==> src/rtl/button_pkg.sv <==
// button_pkg: shared constants and helpers
// for the button debounce / selector block.
package button_pkg;

  localparam int SEL_MODE_LEVEL = 0;
  localparam int SEL_MODE_LATCH = 1;

  // Ceiling log2; clog2(1) is 0.
  function automatic int clog2(input int v);
    int r;
    r = 0;
    for (int i = 0; i < 31; i++) begin
      if ((1 << i) < v) r = i + 1;
    end
    return r;
  endfunction

endpackage

==> src/rtl/debounce_channel.sv <==
// debounce_channel: 2-flop synchroniser, stable-count
// debounce and rise/fall pulses for one button.
module debounce_channel
  import button_pkg::*;
#(
  parameter int DEBOUNCE_CYCLES = 1_000_000
) (
  input  logic clock,
  input  logic reset,
  input  logic raw,
  output logic level,
  output logic rise,
  output logic fall
);

  localparam int CW =
    (clog2(DEBOUNCE_CYCLES) < 1) ? 1 : clog2(DEBOUNCE_CYCLES);
  localparam logic [CW-1:0] TERM = CW'(DEBOUNCE_CYCLES - 1);

  logic          sync1_q;
  logic          sync2_q;
  logic          stable_q;
  logic          stable_d;
  logic          rise_q;
  logic          rise_d;
  logic          fall_q;
  logic          fall_d;
  logic [CW-1:0] cnt_q;
  logic [CW-1:0] cnt_d;

  // Count while the input disagrees; flip level at terminal count.
  always_comb begin
    cnt_d    = cnt_q;
    stable_d = stable_q;
    rise_d   = 1'b0;
    fall_d   = 1'b0;
    if (sync2_q == stable_q) begin
      cnt_d = '0;
    end else if (cnt_q == TERM) begin
      cnt_d    = '0;
      stable_d = sync2_q;
      rise_d   = sync2_q;
      fall_d   = ~sync2_q;
    end else begin
      cnt_d = cnt_q + CW'(1);
    end
  end

  // Synchroniser, counter, level and pulse registers.
  always_ff @(posedge clock) begin
    if (!reset) begin
      sync1_q  <= 1'b0;
      sync2_q  <= 1'b0;
      cnt_q    <= '0;
      stable_q <= 1'b0;
      rise_q   <= 1'b0;
      fall_q   <= 1'b0;
    end else begin
      sync1_q  <= raw;
      sync2_q  <= sync1_q;
      cnt_q    <= cnt_d;
      stable_q <= stable_d;
      rise_q   <= rise_d;
      fall_q   <= fall_d;
    end
  end

  assign level = stable_q;
  assign rise  = rise_q;
  assign fall  = fall_q;

endmodule

==> src/rtl/button_selector.sv <==
// button_selector: debounced buttons feeding a registered
// priority selector (level or latch mode).
module button_selector
  import button_pkg::*;
#(
  parameter int NUM_BTNS        = 5,
  parameter int DEBOUNCE_CYCLES = 1_000_000,
  parameter int SEL_WIDTH       = 32,
  parameter int SEL_MODE        = SEL_MODE_LEVEL
) (
  input  logic                 clock,
  input  logic                 reset,
  input  logic [NUM_BTNS-1:0]  btn_in,
  input  logic                 clear,
  output logic [NUM_BTNS-1:0]  btn_level,
  output logic [NUM_BTNS-1:0]  btn_rise,
  output logic [NUM_BTNS-1:0]  btn_fall,
  output logic [SEL_WIDTH-1:0] selector,
  output logic                 sel_change
);

  logic [SEL_WIDTH-1:0] sel_q;
  logic [SEL_WIDTH-1:0] sel_d;
  logic                 chg_q;
  logic                 sel_change_q;

  // Lowest set index plus one; zero when nothing is set.
  function automatic logic [SEL_WIDTH-1:0] low_idx(
    input logic [NUM_BTNS-1:0] v
  );
    logic [SEL_WIDTH-1:0] r;
    r = '0;
    for (int i = NUM_BTNS - 1; i >= 0; i--) begin
      if (v[i]) r = SEL_WIDTH'(i + 1);
    end
    return r;
  endfunction

  for (genvar i = 0; i < NUM_BTNS; i++) begin : g_ch
    debounce_channel #(
      .DEBOUNCE_CYCLES(DEBOUNCE_CYCLES)
    ) u_ch (
      .clock(clock),
      .reset(reset),
      .raw  (btn_in[i]),
      .level(btn_level[i]),
      .rise (btn_rise[i]),
      .fall (btn_fall[i])
    );
  end

  // Next selector: follow held buttons, or latch on presses.
  always_comb begin
    sel_d = sel_q;
    if (SEL_MODE == SEL_MODE_LATCH) begin
      if (clear) begin
        sel_d = '0;
      end else if (|btn_rise) begin
        sel_d = low_idx(btn_rise);
      end
    end else begin
      sel_d = low_idx(btn_level);
    end
  end

  // Selector register; change flag is delayed one cycle.
  always_ff @(posedge clock) begin
    if (!reset) begin
      sel_q        <= '0;
      chg_q        <= 1'b0;
      sel_change_q <= 1'b0;
    end else begin
      sel_q        <= sel_d;
      chg_q        <= (sel_d != sel_q);
      sel_change_q <= chg_q;
    end
  end

  assign selector   = sel_q;
  assign sel_change = sel_change_q;

endmodule
==> config.mk <==
export PLATFORM = sky130hd
export DESIGN_NAME = button_selector
export DESIGN_NICKNAME = d
export VERILOG_FILES = /design/src/rtl/button_pkg.sv /design/src/rtl/debounce_channel.sv /design/src/rtl/button_selector.sv
export SDC_FILE = /design/constraint.sdc
export NUM_CORES = 1
export LEC_CHECK = 0
export CORE_MARGIN = 2
export CORE_UTILIZATION = 50
export DETAILED_ROUTE_END_ITERATION = 10
export PLACE_DENSITY = 0.71
export SYNTH_ARGS = -nofsm -noshare
export SYNTH_HDL_FRONTEND = slang
export SYNTH_HIERARCHICAL = 1
export SYNTH_SLANG_ARGS = --single-unit
export TNS_END_PERCENT = 50
==> constraint.sdc <==
create_clock -name clock -period 3.86 [get_ports clock]
set_input_delay 0.386 -clock clock [delete_from_list [all_inputs] [get_ports clock]]
set_output_delay 0.386 -clock clock [all_outputs]
set_load 0.01 [all_outputs]
==> metrics, run 1 <==
end of the worst register-to-register path g_ch[3].u_ch/cnt_q[18]; static leakage 2.10 nW; post-cts gate resize count 0; clock skew after layout ~0.007 ns; number of fill cells 1010; number of violations reported at the end of detailed-routing iteration 0 173; peak fanout along the critical path 8; utilization of the core after routing 58.3%; number of synthesized flops with an enable pin 0; largest net degree at the start of global routing 27; via density per instance 5.46; async set-reset flop share out of synthesis 0%; combined area of the multi-input logic cells 0.00305 sq mm; worst slack at placement approximately 1.7 ns; Area after DPL 0.00618 sq mm; Met3 Wirelength 443 um; class of the most critical hold timing path reg -> reg; Mapped Area 0.00599 sq mm; initial core utilization 51.8%; number of vias after detailed routing 4622; Synth area leaders sky130_fd_sc_hd__dfxtp_1 43%, sky130_fd_sc_hd__xor2_1 4.5%, sky130_fd_sc_hd__nor2_1 4.0%; drt drc 0; Placed Cells incl. Taps about 820; run status finished clean; startpoint-to-endpoint class of the critical path reg -> reg; first-pass GRT wire length roughly 19000 um; setup violation total in the final timing report 0; I/O Buffers 25; commonest non-fill, non-tap cell in the layout sky130_fd_sc_hd__dfxtp_1; total power 2.89 mW; half-perimeter wire length after placement 7920 um; required time of the critical path 4.20 ns; combined global-route utilization of all metal layers 18.2%; top layer used by detailed routing met4; clock network latency to the later pin of the worst-skew pair 0.40 ns; element type at the critical path start flip-flop; data arrival time of the critical path 2.50 ns; clock transition at the registers of the reported paths 0.05 ns; flop and latch count out of synthesis 130; Slew Viols, Final 0; DIE HEIGHT between 100 and 150 um; Maximum Capacitance Violations 0; Top Ports 56; fraction of final layout cells with drive strength greater than 1 12.4%; register cell area after layout between 0.002 and 0.003 sq mm; Post-layout nets 705; area share of the largest cell type after synthesis ~43%; total detailed-routing wirelength 11100 um; chip width 113 um; area of the die 0.0129 sq mm; Critical Path Sink Type flip-flop; first-pass iteration count of the detailed router 4; number of buffers inserted by hold repair at cts 0; gate count of the mapped netlist 668; launch point of the worst path g_ch[3].u_ch/cnt_q[0]; period utilisation layout ~56%; Post-CTS Repair Setup Buffers 0; clock tree from TritonCTS done; Final TNS setup 0 ns; M1 wire length 5200 um; non-filler instance count after layout 847; register-to-register setup slack 1.70 ns; end point of the critical path g_ch[3].u_ch/cnt_q[18]; clk sink count 130; dominant synthesized flop cell sky130_fd_sc_hd__dfxtp_1; initial antenna violation count 0; met2 WL post-DR 5350 um; core footprint between 0.01 and 0.015 sq mm; number of rows created at floorplan 39; CTS max path bufs 2; maximum frequency from static timing analysis 0.464 GHz; worst relative slew slack 45.0%; yosys warns 6; worst path setup slack after routing between 1.5 and 2 ns; number of nets still failing antenna checks after routing 0; syn_area_per_cell between 8 and 9 sq um; Worst VDD drop 0.340 mV; Hold Fails Final Rpt 0; number of cells on the worst reg-to-reg path 5; setup repair after global routing missed its margin false; total congestion overflow after global routing 0; slew at the pin with the worst max-slew slack 0.822 ns; antenna diode count 0; CTS root buf sky130_fd_sc_hd__clkbuf_16; synthesis-to-finish area growth 12.7%; top library cells by usage in the layout, fill and taps aside 130 x sky130_fd_sc_hd__dfxtp_1, 63 x sky130_fd_sc_hd__nor2_1, 45 x sky130_fd_sc_hd__nand3_1; post-route worst hold slack 0.430 ns; biggest area consumer among synthesized cells sky130_fd_sc_hd__dfxtp_1; number of global-route vias before repair 4275; Reg-to-Reg Start g_ch[3].u_ch/cnt_q[0]; total number of H-tree levels 4; Finished Cell Area 0.00674 sq mm; power density relative to cell area 429 mW/mm^2; CTS Buf Count 17; mean routed wirelength per cell about 13 um; distinct cell type count of the synthesized netlist 42; min cycle time layout 2.16 ns; sequential share of the synthesized area between 40% and 50%; gp weighted congestion about 0.79
-- layout make-up --
cell class	instances	area share (%)
multi-input cells	492	45.3
flip-flops and latches	130	38.6
clock buffers	26	7.55
repair buffers	26	3.82
well taps	143	2.65
inverters	25	1.39
clock inverters	5	0.742
-- kinds of logic (layout without fill, tap and decap cells) --
group | after synthesis | count (layout) | synth area share [%]
buffers and inverters | 74 | 82 | 7.30
AO/OA/AOI/OAI | 98 | 98 | 10.5
adder cells (fa/ha/maj) | 5 | 5 | 1.05
AND/OR/NAND/NOR | 302 | 302 | 29.1
XOR/XNOR | 56 | 56 | 8.19
other | 1 | 29 | 0.0626
flip-flops | 130 | 130 | 43.5
multiplexers | 2 | 2 | 0.355
-- cell usage after synthesis, drive strengths merged (2+ instances only) --
cell and count:
or4b 5, dfxtp 130, inv 25, a21boi 6, nor2b 2, nand2 30, nor4 6, clkbuf 5
xnor2 25, or2 5, and3 10, nor3 22, nor2 63, or3 25, and2 21, o21ai 36
nand4 15, buf 44, a21oi 40, xor2 31, o31ai 15, nand3 50, ha 5, nand2b 7
or4 40
-- power breakdown --
part	internal (mW)	leakage, nW	switching, mW
clock	0.963	0.280	0.531
combinational	0.0136	0.774	0.0306
sequential	1.35	1.05	0.00499
total	2.33	2.10	0.567
-- registers in the layout (all words and copies together) (netlist names) --
signal             flops
g_ch.u_ch/level        5
g_ch.u_ch/fall         5
g_ch.u_ch/rise         5
g_ch.u_ch/sync2_q      5
g_ch.u_ch/cnt_q      100
g_ch.u_ch/sync1_q      5
chg_q                  1
sel_change             1
selector               3
-- worst max-delay path, cell delays in order, from the launching register on --
cell and delay [ns]:
sky130_fd_sc_hd__dfxtp_1 0.40, sky130_fd_sc_hd__ha_1 0.25, sky130_fd_sc_hd__nand2_1 0.12, sky130_fd_sc_hd__or4_1 0.66, sky130_fd_sc_hd__or4_4 0.53, sky130_fd_sc_hd__a21oi_2 0.13
-- worst min-delay path by stage --
stage	endpoint	slack, ns	depth (start not counted)	start
global route	sel_change	0.45	1	chg_q
finish	sel_change	0.43	1	chg_q
CTS	g_ch[3].u_ch/sync2_q	0.43	1	g_ch[3].u_ch/sync1_q
global placement	g_ch[2].u_ch/sync2_q	0.42	1	g_ch[2].u_ch/sync1_q
detailed placement	g_ch[3].u_ch/sync2_q	0.42	1	g_ch[3].u_ch/sync1_q
floorplan	g_ch[0].u_ch/sync2_q	0.41	1	g_ch[0].u_ch/sync1_q
-- layer usage --
layer,vias up,track usage [%]
li1,2354,-
met1,2176,22.6
met2,83,30.0
met3,9,5.37
met4,0,6.50
met5,-,0
Power figures use the tool's default switching activity.
==> inputs of run 2 (changes only) <==
--- a/config.mk
+++ b/config.mk
@@ -8,7 +8,7 @@
 export CORE_MARGIN = 2
 export CORE_UTILIZATION = 50
 export DETAILED_ROUTE_END_ITERATION = 10
-export PLACE_DENSITY = 0.71
+export PLACE_DENSITY = 0.74
 export SYNTH_ARGS = -nofsm -noshare
 export SYNTH_HDL_FRONTEND = slang
 export SYNTH_HIERARCHICAL = 1
==> constraint.sdc (replaced) <==
create_clock -name clock -period 1.8 [get_ports clock]
set_input_delay 0.18 -clock clock [delete_from_list [all_inputs] [get_ports clock]]
set_output_delay 0.18 -clock clock [all_outputs]
set_load 0.01 [all_outputs]
==> metrics, run 2 (synthesized netlist as in run 1, its figures left out) <==
run status complete, but fails checks; data arrival time of the critical path 2.28 ns (-0.22 ns); Critical Path Sink Type flip-flop; CTS max path bufs 2 (unchanged); core footprint 0.0116 sq mm (unchanged); Area after DPL 0.00713 sq mm (+15%); chip width 113 um (unchanged); antenna diode count 0 (unchanged); commonest non-fill, non-tap cell in the layout sky130_fd_sc_hd__dfxtp_1; Final TNS setup -10.93 ns (-10.93 ns); Top Ports 56 (unchanged); number of rows created at floorplan 39 (unchanged); number of nets still failing antenna checks after routing 0 (unchanged); clock tree from TritonCTS done; total congestion overflow after global routing 0 (unchanged); area of the die 0.0129 sq mm (unchanged); Hold Fails Final Rpt 0 (unchanged); utilization of the core after routing 70.1% (+12 points); first-pass iteration count of the detailed router 4 (unchanged); number of vias after detailed routing 5216 (+13%); first-pass GRT wire length 24400 um (+28%); setup violation total in the final timing report 91 (+91); number of global-route vias before repair 5373 (+26%); half-perimeter wire length after placement 9380 um (+18%); Largest register FFs 100 (unchanged); static leakage 2.75 nW (+31%); element type at the critical path start flip-flop; Post-layout nets 821 (+16%); I/O Buffers 25 (unchanged); class of the most critical hold timing path in -> reg; combined global-route utilization of all metal layers 23.4% (+5.2 points); CTS root buf sky130_fd_sc_hd__clkbuf_16; total power 6.47 mW (+120%); maximum frequency from static timing analysis 0.504 GHz (+8.7%); worst slack at placement -0.153 ns (-1.87 ns); post-route worst hold slack 0.337 ns (-0.0924 ns); failing checks negative setup slack; period utilisation layout 110% (+54 points); DIE HEIGHT 113 um (unchanged); number of buffers inserted by hold repair at cts 0 (unchanged); register with the most flip-flops g_ch.u_ch/cnt_q; gp weighted congestion 0.850 (+7.9%); Maximum Capacitance Violations 0 (unchanged); top library cells by usage in the layout, fill and taps aside 108 x sky130_fd_sc_hd__dfxtp_1, 104 x sky130_fd_sc_hd__buf_4, 45 x sky130_fd_sc_hd__nor2_1; non-filler instance count after layout 964 (+14%); via density per instance 5.41 (-0.85%); fraction of final layout cells with drive strength greater than 1 36.5% (+24 points); power density relative to cell area 799 mW/mm^2 (+86%); number of violations reported at the end of detailed-routing iteration 0 181 (+4.6%); Finished Cell Area 0.00810 sq mm (+20%); min cycle time layout 1.98 ns (-0.172 ns); clock network latency to the later pin of the worst-skew pair 0.42 ns (+0.02 ns); setup repair after global routing missed its margin true; clock skew after layout 0.00560 ns (-0.00144 ns); synthesis-to-finish area growth 35.3%; clk sink count 130 (unchanged); top layer used by detailed routing met4; CTS Buf Count 17 (unchanged); required time of the critical path 2.10 ns (-2.10 ns); mean routed wirelength per cell 14.7 um (+12%); initial core utilization 51.8% (unchanged); total number of H-tree levels 4 (unchanged); Worst VDD drop 0.548 mV (+61%); drt drc 0 (unchanged); initial antenna violation count 0 (unchanged); clock transition at the registers of the reported paths 0.06 ns (about the same); peak fanout along the critical path 5 (-3); M1 wire length 6050 um (+16%); Slew Viols, Final 0 (unchanged); Met3 Wirelength 499 um (+13%); Placed Cells incl. Taps 927 (+14%); worst path setup slack after routing -0.184 ns (-1.89 ns); startpoint-to-endpoint class of the critical path reg -> reg; total detailed-routing wirelength 14100 um (+27%); largest net degree at the start of global routing 28 (+3.7%); met2 WL post-DR 7270 um (+36%)
run 2: changes by cell type in the layout (fill, tap and decap cells not counted), sizes merged:
cell      change
clkinvlp      +2
clkbuf        -4
clkinv        +2
buf         +116
bufinv        +1
run 2: routing by layer:
layer  track usage, %  up-vias
met5                0        -
met1             27.6     2488
li1                 -     2583
met4             9.59        0
met3             5.84       32
met2             40.7      113
run 2: worst max-delay path, cell delays in order, from the launching register on:
cell and delay, ns:
sky130_fd_sc_hd__dfxtp_2 0.32, sky130_fd_sc_hd__or4_4 0.53, sky130_fd_sc_hd__or4_4 0.56, sky130_fd_sc_hd__o21ai_4 0.24, sky130_fd_sc_hd__buf_6 0.18, sky130_fd_sc_hd__a21oi_2 0.05
run 2: worst paths after layout:
kind	start	endpoint	slack, ns	cells after the start
worst max register to register	g_ch[4].u_ch/cnt_q[7]	g_ch[4].u_ch/cnt_q[15]	-0.18	5
worst min register to register	g_ch[1].u_ch/sync1_q	g_ch[1].u_ch/sync2_q	0.43	1
worst max-delay path	g_ch[4].u_ch/cnt_q[7]	g_ch[4].u_ch/cnt_q[15]	-0.18	5
worst min-delay path	btn_in[0]	g_ch[0].u_ch/sync1_q	0.34	2
run 2: area by class of cell:
| class | count | area, sq um |
|---|---|---|
| multi-input cells | 492 | 3400 |
| repair buffers | 142 | 1200 |
| inverters | 25 | 93.8 |
| clock inverters | 10 | 105 |
| well taps | 143 | 179 |
| clock buffers | 22 | 494 |
| flip-flops and latches | 130 | 2630 |
| fillers | 835 | 3460 |
run 2: power breakdown:
part	total, mW	leakage, nW	internal [mW]	switching [mW]
clock	3.43	0.297	2.20	1.23
combinational	0.137	1.40	0.0544	0.0823
sequential	2.90	1.06	2.89	0.0101
run 2: repair_timing:
item	CTS	global route
buffers inserted	2	1
endpoints found under the setup margin	98	111
resized for setup	44	56
pin swaps	13	12
gates cloned	2	0
==> inputs of run 3 (changes only) <==
--- a/config.mk
+++ b/config.mk
@@ -7,6 +7,7 @@
 export LEC_CHECK = 0
 export CORE_MARGIN = 2
 export CORE_UTILIZATION = 50
+export CTS_CLUSTER_SIZE = 28
 export DETAILED_ROUTE_END_ITERATION = 10
 export PLACE_DENSITY = 0.74
 export SYNTH_ARGS = -nofsm -noshare
==> results of run 3 <==
Same layout as run 2: the final DEF is identical, and so are final timing and power.
